`src/rtl/tile_shape_server_pkg.sv`:
```
// Shared tile geometry types for the tile-shape read path.
// Also holds the row-scan helpers used by the scanner.
package tetris;

    localparam int TILE_ADDR_W = 5;
    localparam int TILE_GRID   = 4;

    typedef enum logic [2:0] {
        eNon = 3'd0, eI, eO, eT, eS, eZ, eJ, eL
    } tile_type_e;

    typedef struct packed {
        logic [1:0] x_m;
        logic [1:0] y_m;
    } point_t;

    typedef struct packed {
        logic [15:0] bitmap_m;
        logic [1:0]  min_x_m;
        logic [1:0]  max_x_m;
        logic [1:0]  min_y_m;
        logic [1:0]  max_y_m;
        logic        empty_m;
    } shape_info_t;

    typedef enum logic [1:0] {IDLE, LOOKUP, SCAN, DONE} srv_state_e;

    function automatic logic [1:0] row_low_bit(input logic [3:0] row);
        row_low_bit = 2'd0;
        for (int c = 3; c >= 0; c--) begin
            if (row[c]) row_low_bit = 2'(c);
        end
    endfunction

    function automatic logic [1:0] row_high_bit(input logic [3:0] row);
        row_high_bit = 2'd0;
        for (int c = 0; c < 4; c++) begin
            if (row[c]) row_high_bit = 2'(c);
        end
    endfunction

endpackage

```
`src/rtl/tile_shape_server_if.sv`:
```
// Request/response bundle between a geometry client and tile_shape_server.
interface tile_shape_server_if;
    import tetris::*;

    logic [TILE_ADDR_W-1:0] rd_addr_i;
    logic                   rd_v_i;
    logic                   rd_ready_o;
    shape_info_t            shape_info_o;
    logic                   shape_v_o;

    modport master (output rd_addr_i, rd_v_i, input rd_ready_o, shape_info_o, shape_v_o);
    modport slave  (input rd_addr_i, rd_v_i, output rd_ready_o, shape_info_o, shape_v_o);
endinterface

```
`src/rtl/tile_bitmap_rom.sv`:
```
// 4x4 occupancy bitmaps for every {tile_type, angle}; bit 4*y+x, y=0 is the top row.
// Each angle step is a clockwise turn: I turns in the 4x4 grid, O is fixed, the rest turn in a 3x3 box.
module tile_bitmap_rom
    import tetris::*;
(
    input  logic [TILE_ADDR_W-1:0] i_addr,
    output logic [15:0]            o_bitmap
);

    always_comb begin
        o_bitmap = 16'h0000;
        case (i_addr)
            {eI, 2'd0}: o_bitmap = 16'h00F0;
            {eI, 2'd1}: o_bitmap = 16'h4444;
            {eI, 2'd2}: o_bitmap = 16'h0F00;
            {eI, 2'd3}: o_bitmap = 16'h2222;
            {eO, 2'd0}: o_bitmap = 16'h0066;
            {eO, 2'd1}: o_bitmap = 16'h0066;
            {eO, 2'd2}: o_bitmap = 16'h0066;
            {eO, 2'd3}: o_bitmap = 16'h0066;
            {eT, 2'd0}: o_bitmap = 16'h0072;
            {eT, 2'd1}: o_bitmap = 16'h0262;
            {eT, 2'd2}: o_bitmap = 16'h0270;
            {eT, 2'd3}: o_bitmap = 16'h0232;
            {eS, 2'd0}: o_bitmap = 16'h0036;
            {eS, 2'd1}: o_bitmap = 16'h0462;
            {eS, 2'd2}: o_bitmap = 16'h0360;
            {eS, 2'd3}: o_bitmap = 16'h0231;
            {eZ, 2'd0}: o_bitmap = 16'h0063;
            {eZ, 2'd1}: o_bitmap = 16'h0264;
            {eZ, 2'd2}: o_bitmap = 16'h0630;
            {eZ, 2'd3}: o_bitmap = 16'h0132;
            {eJ, 2'd0}: o_bitmap = 16'h0071;
            {eJ, 2'd1}: o_bitmap = 16'h0226;
            {eJ, 2'd2}: o_bitmap = 16'h0470;
            {eJ, 2'd3}: o_bitmap = 16'h0322;
            {eL, 2'd0}: o_bitmap = 16'h0074;
            {eL, 2'd1}: o_bitmap = 16'h0622;
            {eL, 2'd2}: o_bitmap = 16'h0170;
            {eL, 2'd3}: o_bitmap = 16'h0223;
            default:    o_bitmap = 16'h0000;
        endcase
    end

endmodule

```
`src/rtl/tile_shape_server.sv`:
```
// Tile-shape responder: bitmap lookup followed by a one-row-per-cycle extent scan.
// Optional TILE_SHAPE_CACHE_EN answers a repeat of the last completed address in one cycle.
module tile_shape_server
    import tetris::*;
#(
    parameter int SCAN_ROWS = 4
)(
    input  logic                clk_i,
    input  logic                reset_i,
    tile_shape_server_if.slave  bus
);

    generate
        if (SCAN_ROWS != TILE_GRID) begin : g_bad_scan_rows
            $error("SCAN_ROWS must equal TILE_GRID");
        end
    endgenerate

    srv_state_e             r_state;
    logic [TILE_ADDR_W-1:0] r_last_addr;
    logic [15:0]            r_bitmap;
    logic [1:0]             r_row_cnt;
    logic                   r_scan_done;
    logic [1:0]             r_min_x, r_max_x, r_min_y, r_max_y;
    logic                   r_any;
    shape_info_t            r_info;
    logic                   r_shape_v;

    logic [15:0]            w_rom_bitmap;
    logic [3:0]             w_row;
    logic                   w_ready;
    logic                   w_accept;
    logic [1:0]             w_row_lo, w_row_hi;

    tile_bitmap_rom u_rom (
        .i_addr   (r_last_addr),
        .o_bitmap (w_rom_bitmap)
    );

    assign w_ready  = ((r_state == IDLE) || (r_state == DONE)) && !reset_i;
    assign w_accept = bus.rd_v_i && w_ready;
    assign w_row    = r_bitmap[{r_row_cnt, 2'b00} +: 4];
    assign w_row_lo = row_low_bit(w_row);
    assign w_row_hi = row_high_bit(w_row);

`ifdef TILE_SHAPE_CACHE_EN
    logic r_cache_v;
    logic w_cache_hit;
    assign w_cache_hit = r_cache_v && (bus.rd_addr_i == r_last_addr);
`endif

    assign bus.rd_ready_o   = w_ready;
    assign bus.shape_info_o = r_info;
    assign bus.shape_v_o    = r_shape_v;

    always_ff @(posedge clk_i) begin
        if (reset_i) begin
            r_state     <= IDLE;
            r_info      <= '0;
            r_shape_v   <= 1'b0;
            r_row_cnt   <= 2'd0;
            r_scan_done <= 1'b0;
`ifdef TILE_SHAPE_CACHE_EN
            r_cache_v   <= 1'b0;
`endif
        end else begin
            case (r_state)
                IDLE, DONE: begin
                    if (w_accept) begin
                        r_last_addr <= bus.rd_addr_i;
`ifdef TILE_SHAPE_CACHE_EN
                        if (w_cache_hit) begin
                            r_state   <= DONE;
                            r_shape_v <= 1'b1;
                        end else begin
                            r_state   <= LOOKUP;
                            r_shape_v <= 1'b0;
                        end
`else
                        r_state   <= LOOKUP;
                        r_shape_v <= 1'b0;
`endif
                    end
                end
                LOOKUP: begin
                    r_bitmap    <= w_rom_bitmap;
                    r_min_x     <= 2'd3;
                    r_min_y     <= 2'd3;
                    r_max_x     <= 2'd0;
                    r_max_y     <= 2'd0;
                    r_any       <= 1'b0;
                    r_row_cnt   <= 2'd0;
                    r_scan_done <= 1'b0;
                    r_state     <= SCAN;
                end
                SCAN: begin
                    // Four row cycles fill the accumulators; the cycle after the last row commits them.
                    if (!r_scan_done) begin
                        if (w_row != 4'd0) begin
                            if (r_row_cnt < r_min_y) r_min_y <= r_row_cnt;
                            r_max_y <= r_row_cnt;
                            if (w_row_lo < r_min_x) r_min_x <= w_row_lo;
                            if (w_row_hi > r_max_x) r_max_x <= w_row_hi;
                            r_any <= 1'b1;
                        end
                        r_row_cnt <= r_row_cnt + 2'd1;
                        if (r_row_cnt == 2'd3) r_scan_done <= 1'b1;
                    end else begin
                        r_info.bitmap_m <= r_bitmap;
                        r_info.min_x_m  <= r_any ? r_min_x : 2'd0;
                        r_info.max_x_m  <= r_any ? r_max_x : 2'd0;
                        r_info.min_y_m  <= r_any ? r_min_y : 2'd0;
                        r_info.max_y_m  <= r_any ? r_max_y : 2'd0;
                        r_info.empty_m  <= !r_any;
                        r_shape_v       <= 1'b1;
                        r_state         <= DONE;
`ifdef TILE_SHAPE_CACHE_EN
                        r_cache_v       <= 1'b1;
`endif
                    end
                end
                default: r_state <= IDLE;
            endcase
        end
    end

endmodule

```
`src/flat_wrapper.sv`:
```
// flat-port wrapper written by rule: the top's interface ports become plain ports
module tile_shape_server_flat import tetris::*;
#(
    parameter int SCAN_ROWS = 4
)
  (clk_i, reset_i, bus_rd_addr_i, bus_rd_v_i, bus_rd_ready_o, bus_shape_info_o, bus_shape_v_o);
  tile_shape_server_if bus_i ();
  input  logic clk_i;
  input  logic reset_i;
  input wire logic [$bits(bus_i.rd_addr_i)-1:0] bus_rd_addr_i;
  input wire logic [$bits(bus_i.rd_v_i)-1:0] bus_rd_v_i;
  output wire logic [$bits(bus_i.rd_ready_o)-1:0] bus_rd_ready_o;
  output wire logic [$bits(bus_i.shape_info_o)-1:0] bus_shape_info_o;
  output wire logic [$bits(bus_i.shape_v_o)-1:0] bus_shape_v_o;
  assign bus_i.rd_addr_i = bus_rd_addr_i;
  assign bus_i.rd_v_i = bus_rd_v_i;
  assign bus_rd_ready_o = bus_i.rd_ready_o;
  assign bus_shape_info_o = bus_i.shape_info_o;
  assign bus_shape_v_o = bus_i.shape_v_o;
  tile_shape_server #(.SCAN_ROWS(SCAN_ROWS)) u_core (.clk_i(clk_i), .reset_i(reset_i), .bus(bus_i));
endmodule
```
`config.mk`:
```
export PLATFORM = sky130hd
export DESIGN_NAME = tile_shape_server_flat
export DESIGN_NICKNAME = d
export VERILOG_FILES = /design/src/rtl/tile_shape_server_pkg.sv /design/src/rtl/tile_shape_server_if.sv /design/src/rtl/tile_bitmap_rom.sv /design/src/rtl/tile_shape_server.sv /design/src/flat_wrapper.sv
export SDC_FILE = /design/constraint.sdc
export NUM_CORES = 1
export LEC_CHECK = 0
export CAP_MARGIN = 20
export CORE_UTILIZATION = 37
export CTS_BUF_LIST = sky130_fd_sc_hd__clkbuf_8
export DETAILED_ROUTE_END_ITERATION = 12
export DONT_BUFFER_PORTS = 1
export REMOVE_ABC_BUFFERS = 1
export SETUP_SLACK_MARGIN = 0.05
export SKIP_CTS_REPAIR_TIMING = 1
export SYNTH_ARGS = -nofsm -noshare
export SYNTH_HDL_FRONTEND = slang
export SYNTH_SLANG_ARGS = --single-unit
```
`constraint.sdc`:
```
create_clock -name clk_i -period 4 [get_ports clk_i]
set_input_delay 1.2 -clock clk_i [delete_from_list [all_inputs] [get_ports clk_i]]
set_output_delay 1.2 -clock clk_i [all_outputs]
set_load 0.01 [all_outputs]
```
==> results of run 1 <==
synth_stat cells (all sizes together), types with 2 or more instances:
cell type and number:
o21bai 2, inv 17, ha 14, and2 6, nand2 43, a21o 2, nor2 14, o21ai 11
nand2b 3, mux2i 5, nand3 11, clkbuf 13, a2bb2oi 2, nor2b 5, o22ai 2, nor3 8
buf 6, o31ai 3, mux4 2, a21oi 38, o211ai 2, dfxtp 28, a311oi 2, a211oi 6
edfxtp 27
cell type report:
type                       count  share of cell area [%]
tap                           96                    4.22
sequential                    55                    48.2
inverter                      17                    2.24
multi-input combinational    194                    41.4
clock buffer                   5                    2.42
clock inverter                 3                    1.54
critical path, delay by kind of cell, from the launching register on:
family	cells	cell delay, ns
AO/OA/AOI/OAI	4	0.90
flip-flops	1	0.71
multiplexers	1	0.62
adder cells (fa/ha/maj)	1	0.25
AND/OR/NAND/NOR	1	0.12
power breakdown:
| group | leakage (nW) | internal [mW] | total [mW] | switching, mW |
|---|---|---|---|---|
| registers | 0.473 | 0.691 | 0.764 | 0.0728 |
| clock network | 0.0581 | 0.186 | 0.363 | 0.176 |
| logic | 0.483 | 0.156 | 0.393 | 0.237 |
| total | 1.01 | 1.03 | 1.52 | 0.486 |
cell families after synthesis:
family / Yosys count
other cells: 1
mux: 8
fa+ha+maj: 14
compound gates: 74
buf+inv: 36
simple gates: 94
flops: 55
xor+xnor: 1
how the worst min path moves through the flow:
stage                                     from                         end  slack [ns]  cells past startpoint
floorplan                    u_core.r_state[1]           u_core.r_state[1]        0.46                      2
global placement    u_core.bus.shape_info_o[3]  u_core.bus.shape_info_o[3]        0.48                      2
detailed placement  u_core.bus.shape_info_o[3]  u_core.bus.shape_info_o[3]        0.48                      2
CTS                 u_core.bus.shape_info_o[3]  u_core.bus.shape_info_o[3]        0.50                      2
global route        u_core.bus.shape_info_o[3]  u_core.bus.shape_info_o[3]        0.51                      2
finish              u_core.bus.shape_info_o[3]  u_core.bus.shape_info_o[3]        0.49                      2
metal layers:
| layer | share of wire [%] | track usage [%] |
|---|---|---|
| met1 | 45 | 17.5 |
| met2 | 48 | 24.1 |
| met3 | 5.1 | 3.32 |
| met4 | 1.2 | 5.37 |
| met5 | 0 | 0 |
per-stage QoR:
step / setup WS (ns) / cells / utilization (%)
final: 1.07 / 370 / 41.2
after global routing: 0.816 / 370 / 41.2
after floorplan: 1.32 / 266 / -
after CTS: 1.07 / 370 / 41.2
after global placement: 1.11 / 362 / 39.6
after detailed placement: 1.08 / 362 / 39.6
cell usage in the layout (no fill, tap or decap), types with 2 or more instances in the layout:
cell type	count
nand2_1	43
a21oi_1	38
dfxtp_1	28
edfxtp_1	27
inv_1	17
nor2_1	14
ha_1	14
nand3_1	11
o21ai_0	10
nor3_1	8
and2_1	6
a211oi_1	6
nor2b_1	5
mux2i_1	5
clkbuf_8	5
nand2b_1	3
o31ai_1	3
conb_1	3
mux4_2	2
o22ai_1	2
a2bb2oi_1	2
a21o_1	2
o21bai_1	2
o211ai_1	2
flip-flops by register name (all words and copies together) (netlist names), 2 cells and up:
name	count
u_core.r_max_x	2
u_core.r_row_cnt	2
u_core.r_min_y	2
u_core.r_min_x	2
u_core.r_last_addr	5
u_core.r_state	2
u_core.r_bitmap	13
u_core.bus.shape_info_o	22
u_core.r_max_y	2
==> key figures, run 1 <==
Outcome
  • Status: finished clean

Routing
  • WL/cell: 13.4 um
  • DRC violations left: 0
  • Via/cell ratio: just over 5
  • Remaining antenna violation count: 0
  • Starting DRT DRC Count: 85
  • Final WL: approximately 5000 um
  • Vias: roughly 1.9k
  • Drt pass-1 iters: 4

Yosys
  • Mapped Area: 2700 sq um
  • Simple-gate share of the synthesized area: 15.9%
  • Synth Area in Adders: 6.49%
  • Ranking of synthesized cells by area: edfxtp_1, dfxtp_1, a21oi_1
  • Mux share of post-synthesis cell area: 3.94%
  • Mapped Avg Cell Area: around 9.5 sq um
  • Synth warnings: 0
  • Largest family of logic cells by synthesized area: compound AO/OA/AOI/OAI gates
  • Post-synth EDFFs: 27
  • Post-synth top flop: dfxtp_1
  • Flops & latches, synth: 55
  • Synth Area in Compound Gates: 16.6%
  • Syn Inst Count: 283
  • Post-synth top area cell: edfxtp_1
  • Top cell type's share of synthesized area: 30.0%
  • Post-Synth XOR/XNOR Area: 0.324%
  • Distinct cells, synth: 40
  • Part of the Yosys area used for sequential elements: 50.8%
  • Ys async rst share: 0%

Finish
  • ANT cells: 0
  • Final instance area: 2850 sq um
  • # fillers: 708
  • Layout cells sized above 1: 4.38%
  • Storage cell area: about 1400 sq um
  • Layout net count: 295
  • Area Growth Syn to Fin: 5.47%
  • Area of the multi-input gates: approximately 1200 sq um

Place
  • Placed wire-length estimate: 3580 um
  • Gpl congestion: 0.802
  • Placed Area: 2740 sq um
  • PortBufs: 0

Die
  • Starting Density: 39.1%
  • IO Pins: 35
  • Row Count: 30
  • Core area: 6910 sq um
  • Die X: 87.4 um
  • Die Ht: 87.4 um
  • Die footprint: approximately 7600 sq um

Critical path
  • Reg2Reg Depth: 7
  • Setup slack, reg-to-reg: approximately 1.1 ns
  • Worst path arrival time: 2.92 ns
  • Setup crit end kind: register
  • Critical path origin: u_core.r_row_cnt[0]
  • Origin of the critical flop-to-flop path: u_core.r_row_cnt[0]
  • Critical Path Fanout Max: 19
  • CP max stage delay: just over 0.7 ns
  • Worst-path cell chain: mux4_2 -> a211o_1 -> nor2_1 -> ha_1 -> a21oi_1 -> o31ai_1 -> a211oi_1
  • Crit path required time: between 3 and 4 ns
  • Worst Setup EP: u_core.r_min_x[1]
  • Crit Path Class: reg2reg
  • CP Launch Type: register
  • Worst path slowest cell: dfxtp_1
  • Worst r2r dst: u_core.r_min_x[1]

Power
  • VDD IR max: 0.333 mV
  • PwrDens: 534 nW/um^2
  • Final Total Pwr: 1.52 mW
  • Leakage: 1.01 nW

Timing
  • Fin. max-slew vios: 0
  • Worst Tran Pin Value: 1.05 ns
  • Worst slew margin: 29.6%
  • Setup Skew: 0.0118 ns
  • Fin crit share: 73.3%
  • Final Hold Fails: 0
  • Hold_ws: between 0.4 and 0.5 ns
  • RSZ-0062 raised after global routing: false
  • Final setup fails: 0
  • Final Critical Period: 2.93 ns
  • Fmax: 341 MHz
  • Final setup TNS: 0 ns

Global routing
  • Pin count of the biggest net entering global routing: 34
  • Grt ovf: 0
  • First-pass GRT wire length: ~8400 um
  • GRT Total Usage: 14.2%
  • Initial antenna violation count: 0
  • Vias in the first global route: 1742

Clock network
  • Reg clk slew, reported paths: ~0.10 ns
  • CTS tree: yes
  • H-Tree Depth: 2
  • CTS Sinks: 55
  • Clock tree root buffer cell: clkbuf_8
  • CTS Buf Count: 5
  • Clk Latency, worst-skew pair: 0.31 ns
  • Clock Path Buffers: 2

Worst hold path
  • HP Class: reg2reg

Job
  • Maximum capacitance violations: 0
Power figures use the tool's default switching activity.
==> run 2, diff against run 1 <==
clock period = 3.01 ns   (was 4 ns; I/O delays follow)
==> run 2 against run 1 <==
Against the previous run:
- die area is the same
- flip-flop and latch count is the same
- design area is 0.48% higher
- clock skew increased by 0.0053 ns
- clock power up 8.8%
- first-iteration DRC count decreased by 42%
- largest cell class unchanged
- largest power group unchanged
==> key figures, run 2 (synthesized netlist as in run 1, its figures left out) <==
Power
  • PwrDens: around 680 nW/um^2
  • Final Total Pwr: 1.95 mW
  • Leakage: 1.02 nW
  • VDD IR max: 0.387 mV

Timing
  • Final Hold Fails: 0
  • Final setup TNS: 0 ns
  • RSZ-0062 raised after global routing: false
  • Fin. max-slew vios: 0
  • Setup Skew: 0.0170 ns
  • Worst slew margin: 54.2%
  • Final critical-path setup slack: ~0.31 ns
  • Final setup fails: 0
  • Fin crit share: 89.6%
  • Fmax: 371 MHz
  • Worst Tran Pin Value: 0.685 ns
  • Final Critical Period: 2.70 ns

Critical path
  • Setup crit end kind: register
  • Worst path arrival time: 2.69 ns
  • Crit Path Class: reg2reg
  • CP Launch Type: register
  • Crit path required time: 3.00 ns
  • Critical Path Fanout Max: 8

Finish
  • Area Growth Syn to Fin: 5.98%
  • Commonest cells after routing, fill and taps aside: nand2_1, a21oi_1, dfxtp_1
  • Final core utilization: roughly 41%
  • # fillers: between 700 and 800
  • Layout net count: 300
  • ANT cells: 0
  • Layout cells sized above 1: 5.73%
  • Max reg flops: 22
  • Area of the multi-input gates: 1180 sq um
  • Final instance area: 2860 sq um
  • Most common cell after layout, fill and taps aside: nand2_1
  • Storage cell area: 1370 sq um

Clock network
  • Clk Latency, worst-skew pair: 0.31 ns
  • CTS tree: yes
  • Clock Path Buffers: 2
  • CTS Buf Count: 5
  • Reg clk slew, reported paths: 0.10 ns
  • H-Tree Depth: 2
  • Clock tree root buffer cell: clkbuf_8
  • CTS Sinks: 55

Die
  • Starting Density: 39.1%
  • Row Count: 30
  • Die footprint: ~7600 sq um
  • Die Ht: 87.4 um
  • Die X: 87.4 um
  • Core area: about 6900 sq um
  • IO Pins: 35

Place
  • Pre-CTS WS: 0.326 ns
  • Gpl congestion: 0.818
  • Placed wire-length estimate: 3630 um
  • Placed Area: 2770 sq um
  • PortBufs: 0

Global routing
  • M2 GR Usage: 22.9%
  • Initial antenna violation count: 0
  • GRT Total Usage: approximately 14%
  • Top Usage Layer GRT: met2
  • Routing usage on met1: 17.3%
  • Pin count of the biggest net entering global routing: 34
  • Grt ovf: 0
  • First-pass GRT wire length: around 8000 um
  • Vias in the first global route: 1706
  • GR Util met3: 3.03%

Outcome
  • Status: finished clean

Routing
  • Via/cell ratio: 5.03
  • Vias: 1887
  • WL/cell: 13.3 um
  • DRC violations left: 0
  • Final WL: 4990 um
  • Remaining antenna violation count: 0
  • Drt pass-1 iters: 4
  • Starting DRT DRC Count: between 40 and 50

Job
  • Maximum capacitance violations: 0

Worst hold path
  • HP Class: reg2reg
[run 2: cell types whose count changed in the layout (fill, tap and decap cells not counted)]
cell        previous run  this run
buf_4                  0         5
clkinv_1               0         1
clkinv_2               1         0
clkinvlp_4             0         1
bufinv_16              1         0
[run 2: path summary, 6_finish.rpt]
check / slack (ns) / startpoint / endpoint / cells past startpoint
setup reg to reg: 0.31 / u_core.r_row_cnt[0] / u_core.r_min_x[0] / 7
hold / removal: 0.49 / u_core.bus.shape_info_o[2] / u_core.bus.shape_info_o[2] / 2
setup / recovery: 0.31 / u_core.r_row_cnt[0] / u_core.r_min_x[0] / 7
hold reg to reg: 0.49 / u_core.bus.shape_info_o[2] / u_core.bus.shape_info_o[2] / 2
[run 2: final cells by class]
type	instances	share of cell area, %
Sequential cell	55	47.9
Tap cell	96	4.20
Inverter	17	2.23
Clock buffer	5	2.40
Timing Repair Buffer	5	1.31
Clock inverter	3	0.700
Multi-Input combinational cell	194	41.2
[run 2: power by group]
group | switching, mW | internal (mW)
clock | 0.233 | 0.163
sequential | 0.0884 | 0.918
combinational | 0.326 | 0.221
total | 0.647 | 1.30
[run 2: layer usage]
| metal | up-vias | share of wire, % |
|---|---|---|
| li1 | 973 | - |
| met1 | 879 | 48 |
| met2 | 31 | 48 |
| met3 | 4 | 3.3 |
| met4 | 0 | 0.92 |
| met5 | - | 0 |
[run 2: per-stage QoR]
stage          hold WS [ns]  cells
2_1_floorplan         0.460    266
3_3_place_gp          0.478    367
3_5_place_dp          0.484    367
4_1_cts               0.497    375
5_1_grt               0.511    375
6_report              0.492    375
[run 2: worst max-delay path, cell delays in order, from the launching register on]
cell,delay [ns]
dfxtp_1,0.49
mux4_2,0.59
a211o_1,0.32
nor2_1,0.12
ha_1,0.26
a21oi_1,0.16
o31ai_1,0.08
a211oi_1,0.36
==> run 3, diff against run 2 <==
TNS_END_PERCENT = 30   (was default)
==> results of run 3 <==
No change in the layout: final DEF, timing and power equal those of run 2.
